==> src/rtl/addition_pkg.sv <==
// Shared ALU definitions: datapath width, operand type and flag bundle bit ordering.
package addition_pkg;

  localparam int unsigned ALU_WIDTH = 4;

  typedef logic [ALU_WIDTH-1:0] operand_t;

  // Flag bundle layout {carry, overflow, zero}, shared with subtraction and compare.
  localparam int unsigned FLAG_W        = 3;
  localparam int unsigned FLAG_CARRY    = 2;
  localparam int unsigned FLAG_OVERFLOW = 1;
  localparam int unsigned FLAG_ZERO     = 0;

endpackage

==> src/rtl/full_adder.sv <==
// Single-bit full-adder cell used to build the ripple-carry core.
module full_adder (
  input  logic a,
  input  logic b,
  input  logic cin,
  output logic s,
  output logic cout
);

  assign s    = a ^ b ^ cin;
  assign cout = (a & b) | (a & cin) | (b & cin);

endmodule

==> src/rtl/addition.sv <==
// Registered ripple-carry adder with carry/overflow/zero flags and a valid strobe.
module addition
  import addition_pkg::*;
#(
  parameter int unsigned WIDTH = ALU_WIDTH
) (
  input  logic             clk,
  input  logic             rst,
  input  logic [WIDTH-1:0] A,
  input  logic [WIDTH-1:0] B,
  input  logic             carry_in,
  input  logic             in_valid,
  output logic [WIDTH-1:0] Sum,
  output logic             carry_out,
  output logic             overflow,
  output logic             zero,
  output logic             out_valid
);

  logic [WIDTH:0]      carry;
  logic [WIDTH-1:0]    sum_d;
  logic [FLAG_W-1:0]   flags_d;
  logic [WIDTH-1:0]    sum_q;
  logic [FLAG_W-1:0]   flags_q;
  logic                valid_q;

  assign carry[0] = carry_in;

  for (genvar i = 0; i < WIDTH; i++) begin : g_fa
    full_adder u_fa (
      .a    (A[i]),
      .b    (B[i]),
      .cin  (carry[i]),
      .s    (sum_d[i]),
      .cout (carry[i+1])
    );
  end

  always_comb begin
    flags_d                = '0;
    flags_d[FLAG_CARRY]    = carry[WIDTH];
    // Signed overflow: like-signed operands producing a result of the other sign.
    flags_d[FLAG_OVERFLOW] = (A[WIDTH-1] == B[WIDTH-1]) && (sum_d[WIDTH-1] != A[WIDTH-1]);
    flags_d[FLAG_ZERO]     = (sum_d == '0);
  end

  always_ff @(posedge clk) begin
    if (rst) begin
      sum_q   <= '0;
      flags_q <= '0;
      valid_q <= 1'b0;
    end else begin
      valid_q <= in_valid;
      if (in_valid) begin
        sum_q   <= sum_d;
        flags_q <= flags_d;
      end
    end
  end

  assign Sum       = sum_q;
  assign carry_out = flags_q[FLAG_CARRY];
  assign overflow  = flags_q[FLAG_OVERFLOW];
  assign zero      = flags_q[FLAG_ZERO];
  assign out_valid = valid_q;

endmodule

==> config.mk <==
export PLATFORM = sky130hd
export DESIGN_NAME = addition
export DESIGN_NICKNAME = d
export VERILOG_FILES = /design/src/rtl/addition_pkg.sv /design/src/rtl/full_adder.sv /design/src/rtl/addition.sv
export SDC_FILE = /design/constraint.sdc
export NUM_CORES = 1
export LEC_CHECK = 0
export ABC_AREA = 1
export CORE_AREA = 2 2 39 41
export DETAILED_ROUTE_END_ITERATION = 6
export DIE_AREA = 0 0 41 43
export SLEW_MARGIN = 20
export SYNTH_ARGS = -nofsm -noshare
export SYNTH_HDL_FRONTEND = slang
export SYNTH_SLANG_ARGS = --single-unit
==> constraint.sdc <==
create_clock -name clk -period 7.1 [get_ports clk]
set_input_delay 1.42 -clock clk [delete_from_list [all_inputs] [get_ports clk]]
set_output_delay 1.42 -clock clk [all_outputs]
set_load 0.02 [all_outputs]
Yosys cells after proc, flatten, opt, wreduce, memory -nomap -nowiden
Index checks and enable logic that the tools add are counted.

Eq/ne operators: 2. Bitwise gates (word level): 28. Reductions and logical operators: 2.

Operators by type and width (number): 1-bit bitwise AND (12); 1-bit bitwise OR (8); 1-bit XOR (8); 4-bit zero test (1); 1-bit equality test (1); 1-bit logical AND (1); 1-bit != test (1).

Bits in registers: 8. Bits of input ports: 12. Output and inout port bits: 8. Word-level logic and storage cells: 35.

Depth between registers and ports, before layout
Gate-level depths: netlist (run 1).

Depth in word-level cells: 12. Depth in mapped cells: 9.

By module
From an unflattened synthesis (run 1), not the netlist that was laid out.

Cells, all modules: 45. Area total of the unflattened synthesis: 399.1 µm².

Modules (own cells, without submodules): addition (times used 1, cells an instance 41, area each 319.1 µm²); full_adder (times used 4, cells an instance 1, area each 20.0 µm²).

Least setup slack after synthesis (run 1)
OpenSTA, ideal clock, no wires.

Path type: input-to-reg. Start point: input port A[0]. End point: register flags_q[1]. Library setup time: 117 ps. Arrival time: 3324 ps. Data required time: 6983 ps. Path slack: 3659 ps. Stages: 9. Buffers on the path: 0. Cell sequence: fa_1 > fa_1 > fa_1 > inv_1 > fa_1 > inv_1 > nand2_1 > nand3_1 > a21oi_1.

Word-level cells in the longest chain between the ends: 12. Elaborated cells between the ends (all ways): 15. Those cells by class: eq/ne: 1; bitwise: 13; reduce/logical: 1.

Ends and longest elaborated chain: start, declared (line addition.sv:9) `input logic [WIDTH-1:0] A,`; 1-bit bitwise AND (line full_adder.sv:11) `assign cout = (a & b) | (a & cin) | (b & cin);`; 1-bit bitwise OR * (2 in a row) (line full_adder.sv:11); 1-bit bitwise AND (line full_adder.sv:11); 1-bit bitwise OR (line full_adder.sv:11); 1-bit bitwise OR * (line full_adder.sv:11); 1-bit bitwise AND (line full_adder.sv:11); 1-bit bitwise OR (line full_adder.sv:11); 1-bit bitwise OR * (line full_adder.sv:11); 1-bit XOR * (line full_adder.sv:10) `assign s = a ^ b ^ cin;`; 1-bit != test * (line addition.sv:43) `flags_d[FLAG_OVERFLOW] = (A[WIDTH-1] == B[WIDTH-1]) && (sum_d[WIDTH-1] != A[WIDTH-1]);`; 1-bit logical AND * (line addition.sv:43); end signal, assigned (line addition.sv:56) `flags_q <= flags_d;`; end, declared (line addition.sv:24) `logic [FLAG_W-1:0] flags_q;`.

Every way passes the cells marked *; elsewhere a longest branch is shown, timed or not. A chain may end at the register's enable or synchronous reset.

Worst setup path after layout (run 1)
Same ends and word-level chain as after synthesis.

==> results by group, run 1 <==
Status
  – Status: complete, no violations

Floorplanning
  – Top-level port count: 20
  – DIE AREA: ~1800 um^2
  – Die extent in y: around 43 um
  – Floorplan Core Area: 1380 um^2
  – Placement row count: 14
  – Die Width: approximately 41 um
  – Starting utilization of the core area: 0.303

Power
  – Pwr Density: approximately 190 nW/um^2
  – Portion of total power attributed to the clock network: 0.276
  – Cell Int Power: 0.0000863 W
  – VDD IR-drop max: between 70 and 80 uV
  – Switching Fraction: 0.275
  – Power, Total: approximately 0.00012 W
  – Switching power total: 0.0000328 W
  – Seq pwr share: 0.422
  – Share of total power in combinational logic: 0.302
  – Leakage power of the design: 0.258 nW

GRT
  – Largest net degree at the start of global routing: 11
  – Busiest grt layer: met2
  – Via count of the first global-routing pass: 323
  – Grt total ovfl: 0
  – Met2 usage: 0.172
  – Total GRT Usage: 0.125
  – Routing usage on met1: 0.138
  – Met3 global-route usage: 0.0471
  – First-pass GRT wire length: 1.34 mm
  – Initial antenna violation count: 0

Route
  – Total length of routed wires: roughly 760 um
  – First DRT Iteration DRCs: 5
  – Residual DRC: 0
  – Wire length per cell: roughly 9.5 um
  – Vias: approximately 350
  – Via count normalized by instance count: around 4.3
  – Detail Route Antenna Nets: 0
  – Drt first pass iters: 4

Synthesis
  – Synthesized-area fraction occupied by and/or/nand/nor cells: 0.182
  – Post-synth top area share: 0.382
  – Area share of xor/xnor cells in the synthesized design: 0
  – Ranking of synthesized cells by area: dfxtp_1 (38%), fa_1 (19%), nand2_1 (6.3%), inv_1 (4.5%), nor2_1 (4.5%)
  – Avg Synthesized Cell Area: 9.53 um^2
  – #FFs+latches synth: 8
  – Adder and majority gate portion of the synthesized area: 0.221
  – Async SR Flop Fraction: 0
  – Most used standard cell by instance count after synthesis: dfxtp_1
  – Cell taking the most area after synthesis: dfxtp_1
  – Compound-cell area share of the yosys netlist: 0.110
  – Dominant combinational cell family by area after synthesis: adder cells
  – Yosys warning total: 0
  – Yosys cell types: 17
  – Main flop type after synthesis: dfxtp_1
  – Synthesized instance count: 44
  – Post-synthesis mux area share: 0
  – List of most frequent post-synthesis cells: dfxtp_1 (8), nand2_1 (7), inv_1 (5), nor2_1 (5), fa_1 (4)
  – Post-Syn Nets: 61
  – Post-synthesis sequential area ratio: 0.382
  – Post-Synthesis Cell Area: between 400 and 500 um^2
  – Number of enable flip-flop cells after synthesis: 0

Clocking
  – Number of sinks on the clock net: 8
  – Worst-skew pair later-pin latency: 0.24 ns
  – Max Buffers Root-to-Sink: 2
  – Post-CTS Setup Repair Bufs: 0
  – Clock transition at path regs: 0.05 ns
  – Total of cells resized after clock tree synthesis: 0
  – Number of buffers inserted by hold repair at cts: 0
  – Clock tree from TritonCTS: done
  – CTS Root Buffer Type: clkbuf_4
  – Number of clock buffers inserted by TritonCTS: 3
  – Max H-tree Level: 1

Worst hold path
  – Hold endpoint: Sum[1]
  – Min-Delay Path Class: reg -> reg
  – Cell count of the worst hold path: 2
  – Worst Min Path Start: Sum[1]

Placement
  – Setup slack after placement: 3.09 ns
  – Placer's final routability congestion estimate: roughly 0.6
  – Count of input and output buffers: 19

Final layout
  – N_diodes: 0
  – Fin nets: 83
  – Final design utilization: 0.459
  – Area Growth Syn to Fin: 51.6%
  – Fraction of final layout cells sized beyond drive strength 1: 0.109

STA
  – Peak Freq: 0.269 GHz
  – Clock Skew: 0 ns
  – Min Tclk post-route: between 3 and 4 ns
  – Final Hold Vio Count: 0
  – Final setup slack of the worst path: 3.38 ns
  – Final cycle utilization of the critical path: 0.525
  – Setup repair after global routing missed its margin: false
  – Worst hold slack: between 0.4 and 0.5 ns
  – Pins over their slew limit: 0
  – Worst rel slew slack: 0.704
  – Post-route setup TNS: 0 ns
  – Setup violation total in the final timing report: 0
  – Worst slew pin tran: roughly 0.44 ns

Setup path
  – Worst setup EP type: register
  – Critical path class: in -> reg
  – Arrival time at the worst endpoint: 3.84 ns
  – Worst reg2reg path startpoint: flags_q[2]
  – Worst setup slack for register-to-register paths: 6.47 ns
  – Maximum fanout encountered on the critical timing path: 4
  – Length in cells of the worst reg-to-reg path: 2
  – Startpoint types: input pin
  – CP Data Required Time: 7.22 ns
  – Capturing point of the worst reg2reg path: flags_q[2]

Job
  – # Max-Cap Violations: 0
layout by cell type, fill, tap and decap left out:
| cell | instances |
|---|---|
| clkbuf_4 | 3 |
| clkdlybuf4s50_1 | 19 |
| o21bai_1 | 1 |
| dfxtp_1 | 8 |
| inv_6 | 1 |
| nand3_2 | 1 |
| a21oi_1 | 3 |
| a211oi_1 | 2 |
| inv_1 | 5 |
| nand2_1 | 7 |
| fa_1 | 4 |
| a21oi_2 | 1 |
| nor2_1 | 5 |
| nor2_4 | 1 |
| nand3_1 | 1 |
| ha_1 | 1 |
| nor3_1 | 1 |
flip-flops by register name (all words and copies together) (netlist names):
register,flops
Sum,4
out_valid,1
flags_q,3
how the worst max path moves through the flow:
stage | start | endpoint | slack, ns | depth (start not counted)
after global placement | A[0] | flags_q[1] | 3.12 | 10
after floorplan | A[0] | flags_q[1] | 3.66 | 9
after detailed placement | A[0] | flags_q[1] | 3.09 | 10
after global routing | A[0] | flags_q[1] | 3.24 | 10
final | A[0] | flags_q[1] | 3.38 | 10
after CTS | A[0] | flags_q[1] | 3.36 | 10
layout make-up:
class | count | area (um^2)
Inverter | 6 | 27.5
Sequential cell | 8 | 160
Tap cell | 16 | 20.0
Multi-Input combinational cell | 28 | 215
Fill cell | 153 | 748
Clock buffer | 3 | 22.5
Timing Repair Buffer | 19 | 190
metrics by stage:
step / cell area, um^2 / std cells
final: 636 / 80
after global placement: 613 / 77
after floorplan: 419 / 44
after global routing: 636 / 80
after detailed placement: 613 / 77
after CTS: 636 / 80
routing by layer:
metal	vias to the layer above	share of wire
li1	179	-
met1	151	0.42
met2	13	0.49
met3	2	0.073
met4	0	0.018
met5	-	0
power by group through the flow:
stage,combinational [W],sequential (W),clock (W)
CTS,0.0000366,0.0000503,0.0000354
global placement,0.0000362,0.0000511,0
detailed placement,0.0000365,0.0000512,0
global route,0.0000407,0.0000506,0.0000391
floorplan,0.0000162,0.0000555,0
finish,0.0000360,0.0000503,0.0000329
kinds of logic after synthesis:
logic type	after synthesis
simple gates	16
buf+inv	8
flops	8
compound gates	7
fa+ha+maj	5
worst max-delay path, stage by stage:
cell and delay (ns):
clkdlybuf4s50_1 0.43, fa_1 0.44, fa_1 0.39, fa_1 0.36, inv_1 0.07, fa_1 0.47
inv_1 0.08, nand2_1 0.05, nand3_1 0.08, a21oi_1 0.06
No activity file was read; power rests on OpenSTA's default activity.
==> run 2, diff against run 1 <==
- PLACE_DENSITY: default -> 0.67
- clock period: 7.1 -> 3.3 ns (I/O delays scaled with it)
==> run 2 against run 1 <==
First-iteration DRC count fell by 80%. Clock power rose by 120%. Non-clock buffer count unchanged. Core utilization did not move. Clock skew is the same. Sequential share of layout area is the same. Register-to-register slack worse by 3.8 ns. Critical path type unchanged. Largest power group unchanged.
==> results by group, run 2 (same netlist as run 1, synthesis figures left out) <==
Floorplanning
  – Floorplan Core Area: 1380 um^2 (unchanged)
  – DIE AREA: 1760 um^2 (unchanged)
  – Die Width: 41 um (unchanged)
  – Die extent in y: 43 um (unchanged)
  – Placement row count: 14 (unchanged)
  – Starting utilization of the core area: 0.303 (unchanged)
  – Top-level port count: 20 (unchanged)

Final layout
  – N_diodes: 0 (unchanged)
  – FF+latch area: 160 um^2 (unchanged)
  – Fin nets: 83 (unchanged)
  – Most used cells in the layout excluding fill and tap cells: clkdlybuf4s50_1 (19), dfxtp_1 (8), nand2_1 (7), inv_1 (5), nor2_1 (5)
  – Count of fill cells added during filler insertion: 144 (-5.9%)
  – Fraction of final layout cells sized beyond drive strength 1: 0.109 (unchanged)
  – Area of the multi-input gates: 215 um^2 (unchanged)
  – Most common cell after layout, fill and taps aside: clkdlybuf4s50_1
  – Final design utilization: 0.459 (unchanged)
  – Number of flip-flops under the largest register name: 4 (unchanged)
  – Area Growth Syn to Fin: 51.6% (unchanged)

Clocking
  – Number of clock buffers inserted by TritonCTS: 3 (unchanged)
  – Max Buffers Root-to-Sink: 2 (unchanged)
  – Max H-tree Level: 1 (unchanged)
  – Number of buffers inserted by hold repair at cts: 0 (unchanged)
  – CTS Root Buffer Type: clkbuf_4
  – Number of sinks on the clock net: 8 (unchanged)
  – Worst-skew pair later-pin latency: 0.25 ns (about the same)
  – Total of cells resized after clock tree synthesis: 0 (unchanged)
  – Clock transition at path regs: 0.05 ns (about the same)
  – Post-CTS Setup Repair Bufs: 0 (unchanged)
  – Clock tree from TritonCTS: done

Route
  – Vias: 342 (-0.87%)
  – Total length of routed wires: 768 um (+0.79%)
  – Drt first pass iters: 2 (-2)
  – Residual DRC: 0 (unchanged)
  – Wire length per cell: 9.60 um (+0.79%)
  – First DRT Iteration DRCs: 1 (-4)
  – Via count normalized by instance count: 4.28 (-0.87%)
  – Detail Route Antenna Nets: 0 (unchanged)

Placement
  – Count of input and output buffers: 19 (unchanged)
  – Placer's final routability congestion estimate: 0.643 (+6.2%)
  – Half-perimeter wire length of the detailed placement result: 627 um

Setup path
  – Worst setup slack for register-to-register paths: 2.66 ns (-3.81 ns)
  – Standard cell with the maximum stage delay on the critical path: fa_1
  – Capturing point of the worst reg2reg path: Sum[0]
  – Arrival time at the worst endpoint: 3.09 ns (-0.75 ns)
  – Worst setup path endpoint: flags_q[1]
  – Maximum fanout encountered on the critical timing path: 4 (unchanged)
  – Length in cells of the worst reg-to-reg path: 2 (unchanged)
  – Cells along the critical path: clkdlybuf4s50_1 > fa_1 > fa_1 > fa_1 > inv_1 > fa_1 > inv_1 > nand2_1 > nand3_1 > a21oi_1
  – Start point of the critical path: A[0]
  – Worst setup EP type: register
  – Critical path's largest stage delay: 0.48 ns (about the same)
  – Startpoint types: input pin
  – Worst reg2reg path startpoint: Sum[0]
  – Critical path class: in -> reg
  – CP Data Required Time: 3.43 ns (-3.79 ns)
  – Cell type with the highest occurrence count on the critical path: fa_1

GRT
  – Via count of the first global-routing pass: 316 (-2.2%)
  – Initial antenna violation count: 0 (unchanged)
  – Largest net degree at the start of global routing: 11 (unchanged)
  – Total GRT Usage: 0.122 (-0.00355)
  – Grt total ovfl: 0 (unchanged)
  – First-pass GRT wire length: 1.39 mm (+3.6%)

STA
  – Clock Skew: 0 ns (unchanged)
  – Post-route setup TNS: 0 ns (unchanged)
  – Peak Freq: 0.337 GHz
  – Worst rel slew slack: 0.723 (+0.0195)
  – Setup repair after global routing missed its margin: false
  – Worst slew pin tran: 0.414 ns (-0.0291 ns)
  – Min Tclk post-route: 2.96 ns
  – Setup violation total in the final timing report: 0 (unchanged)
  – Final cycle utilization of the critical path: 0.898
  – Pins over their slew limit: 0 (unchanged)
  – Final Hold Vio Count: 0 (unchanged)

Status
  – Status: complete, no violations

Power
  – Pwr Density: 409 nW/um^2 (+120%)
  – VDD IR-drop max: 118 uV (+59%)
  – Leakage power of the design: 0.258 nW (unchanged)

Worst hold path
  – Min-Delay Path Class: reg -> reg

Job
  – # Max-Cap Violations: 0 (unchanged)
==> run 2: cell counts in the layout (fill, tap and decap cells not counted) <==
Identical to the previous run, type by type.
==> run 2: worst max-delay path, delay by kind of cell <==
kind                     cells  cell delay (ns)
AO/OA/AOI/OAI                1             0.06
adder cells (fa/ha/maj)      4             1.67
buffers and inverters        3             0.58
AND/OR/NAND/NOR              2             0.12
==> run 2: where the power goes <==
| part | total, W | switching, W | internal (W) |
|---|---|---|---|
| Clock | 0.0000740 | 0.0000325 | 0.0000416 |
| Sequential | 0.000108 | 0.00000374 | 0.000104 |
| Combinational | 0.0000777 | 0.0000377 | 0.0000401 |
==> run 2: worst min path at each step <==
stage               cells after the start  endpoint  slack (ns)   start
floorplan                               2    Sum[1]        0.54  Sum[1]
global route                            2    Sum[1]        0.48  Sum[1]
CTS                                     2    Sum[1]        0.46  Sum[1]
detailed placement                      2    Sum[1]        0.45  Sum[1]
global placement                        2    Sum[1]        0.45  Sum[1]
finish                                  2    Sum[1]        0.46  Sum[1]
==> run 2: final cells by class <==
class / instances / area share
Inverter: 6 / 0.0433
Sequential cell: 8 / 0.252
Clock buffer: 3 / 0.0354
Tap cell: 16 / 0.0315
Multi-Input combinational cell: 28 / 0.339
Timing Repair Buffer: 19 / 0.299
==> run 2: through the flow <==
step	setup slack, ns	total power (W)	area (um^2)	hold slack, ns	cells
final	0.336	0.000260	636	0.460	80
after global routing	0.198	0.000278	636	0.480	80
after CTS	0.323	0.000265	636	0.461	80
after detailed placement	0.0428	0.000189	613	0.452	77
after global placement	0.0736	0.000187	613	0.451	77
after floorplan	0.619	0.000154	419	0.536	44
==> run 2: layer usage <==
| metal | global-route usage | vias to the layer above | routed length [um] | part of all wire |
|---|---|---|---|---|
| met5 | 0 | - | 0 | 0 |
| met4 | 0.100 | 0 | 12 | 0.016 |
| met3 | 0.0366 | 2 | 62 | 0.081 |
| met2 | 0.156 | 15 | 378 | 0.49 |
| met1 | 0.159 | 145 | 314 | 0.41 |
| li1 | - | 180 | - | - |
==> patch: new RTL, flow settings as in run 1 <==
Set the package constant `ALU_WIDTH` to 6 (it was 4).
--- a/src/rtl/addition_pkg.sv
+++ b/src/rtl/addition_pkg.sv
@@ -2,5 +2,5 @@
 package addition_pkg;
 
-  localparam int unsigned ALU_WIDTH = 4;
+  localparam int unsigned ALU_WIDTH = 6;
 
   typedef logic [ALU_WIDTH-1:0] operand_t;
Ports: changed (resized A, B and Sum); port bits go from 20 to 26. The function was not compared with the original's and may differ.
==> patch against run 1 <==
  * Critical path depth is 2 higher
  * Wire length rose by 29%
  * Maximum frequency shrank 16%
  * Sequential cell count grew 2
  * Total power increased by 33%
  * Global-route usage up 2.0 points
  * Synthesized cell count increased by 30%
  * Synthesized area grew 25%
  * Worst setup slack lost 0.72 ns
  * Count of clock-buffer cells in the layout increased by 1
  * Cell count grew 26%
  * Cell area grew 29%
  * Clock skew is the same
  * Via count grew 34%
  * Critical path type unchanged
  * Critical endpoint unchanged
  * Largest cell class unchanged
  * Largest power group unchanged
==> patch: results (changes against run 1) <==
[setup_path]
worstRegToRegCells=2  ; unchanged
r2r_start=Sum[2]
max_stage_delay_ns=0.45  ; -0.02 ns
worstSetupStartpoint=A[0]
worstReg2RegEnd=Sum[2]
crit_path_top_delay_cell=fa_1
crit_arrival_ns=4.57  ; +0.73 ns
reg2reg_slack_ns=6.45  ; -0.02 ns
path_max_fanout=4  ; unchanged

[layout]
nets=109  ; +31%
antennaDiodeCount=0  ; unchanged
drive_above_1_share=0.0824  ; -0.0270
largest_reg_flops=6  ; +2
final_cells=101  ; +26%

[global_routing]
grt_pass1_vias=431  ; +33%
grt_max_degree=18  ; +7
grt_usage=0.145  ; +0.0202
grt_pass1_wl_um=1720  ; +28%

[placed_design]
placed_area_sq_um=783  ; +28%
pre_cts_slack_ns=2.34  ; -0.750 ns
io_buffers=25  ; +6
placed_cells=97  ; +26%
dp_hpwl_um=796
gp_congestion=0.669  ; +11%

[yosys]
ys_seq_area_frac=0.382  ; about the same
synth_common_cells=dfxtp_1 (10), inv_1 (10), a21oi_1 (8), nand2_1 (7)
synthArstFlopShare=0  ; unchanged
synthDistinctLibCells=12  ; -5
synth_nets=80  ; +31%
ys_warn_count=0  ; unchanged
netlist_instances=57  ; +30%
synthTopCellsByArea=dfxtp_1 (38%), fa_1 (23%), a21oi_1 (7.6%)

[clock_tree]
clkLatencyLatePin_ns=0.26  ; +0.02 ns
postCtsSetupRepairBufs=0  ; unchanged
clkTransAtPathRegs_ns=0.07  ; +0.02 ns
numCtsBuffers=3  ; unchanged

[power]
p_sw_frac=0.274  ; -0.000871
leakage_nw=0.351  ; +36%
pwr-share-clk=0.314  ; +0.038
seq-power_w=0.0000629  ; +25%
vdd_drop_max_mv=0.120  ; +62%
clk-power_w=0.0000499  ; +52%

[hold_path]
hp-start=flags_q[0]
min_to=flags_q[0]
hp-class=flip-flop to flip-flop
worstHoldPathCells=2  ; unchanged

[drt]
wl_per_cell_um=9.70  ; +1.9%
drt_iter0_drc=4  ; -1
vias_per_cell=4.59  ; +6.5%

[outcome]
status=finished, final reports clean

[timing]
slew_viol_final=0  ; unchanged
max_freq_mhz=225  ; -16%
timing.hold.ws_ns=0.479  ; +0.0103 ns
relSlewSlack=0.631  ; -0.0731
fin_worst_skew_ns=0  ; unchanged

-- patch: changes by cell type after synthesis, sizes merged, moves of 2 or more --
cell   delta
dfxtp     +2
inv       +4
nand3     -2
fa        +2
o21ai     +7
a21oi     +4
-- patch: cells by family (layout without fill, tap and decap cells) --
| kind of cell | Yosys count | count (layout) | synth area share |
|---|---|---|---|
| and+or+nand+nor | 13 | 13 | 0.0979 |
| DFF | 10 | 10 | 0.382 |
| AOI/OAI and AO/OA | 16 | 16 | 0.174 |
| buffers and inverters | 11 | 39 | 0.0931 |
| adders and majority gates | 7 | 7 | 0.253 |
-- patch: area by class of cell --
cell class                 count  area [sq um]
clock buffer                   4          36.3
timing repair buffer          25           250
multi-input combinational     36           275
inverter                      10          37.5
tap                           16          20.0
sequential                    10           200
fill                         144           564
-- patch: routing by layer --
metal  up-vias  global-route usage  wire length [um]  share of wire
met3         0              0.0942                96          0.098
met2        20               0.225               470           0.48
li1        236                   -                 -              -
met5         -                   0                 0              0
met4         0                   0                 0              0
met1       208               0.177               413           0.42
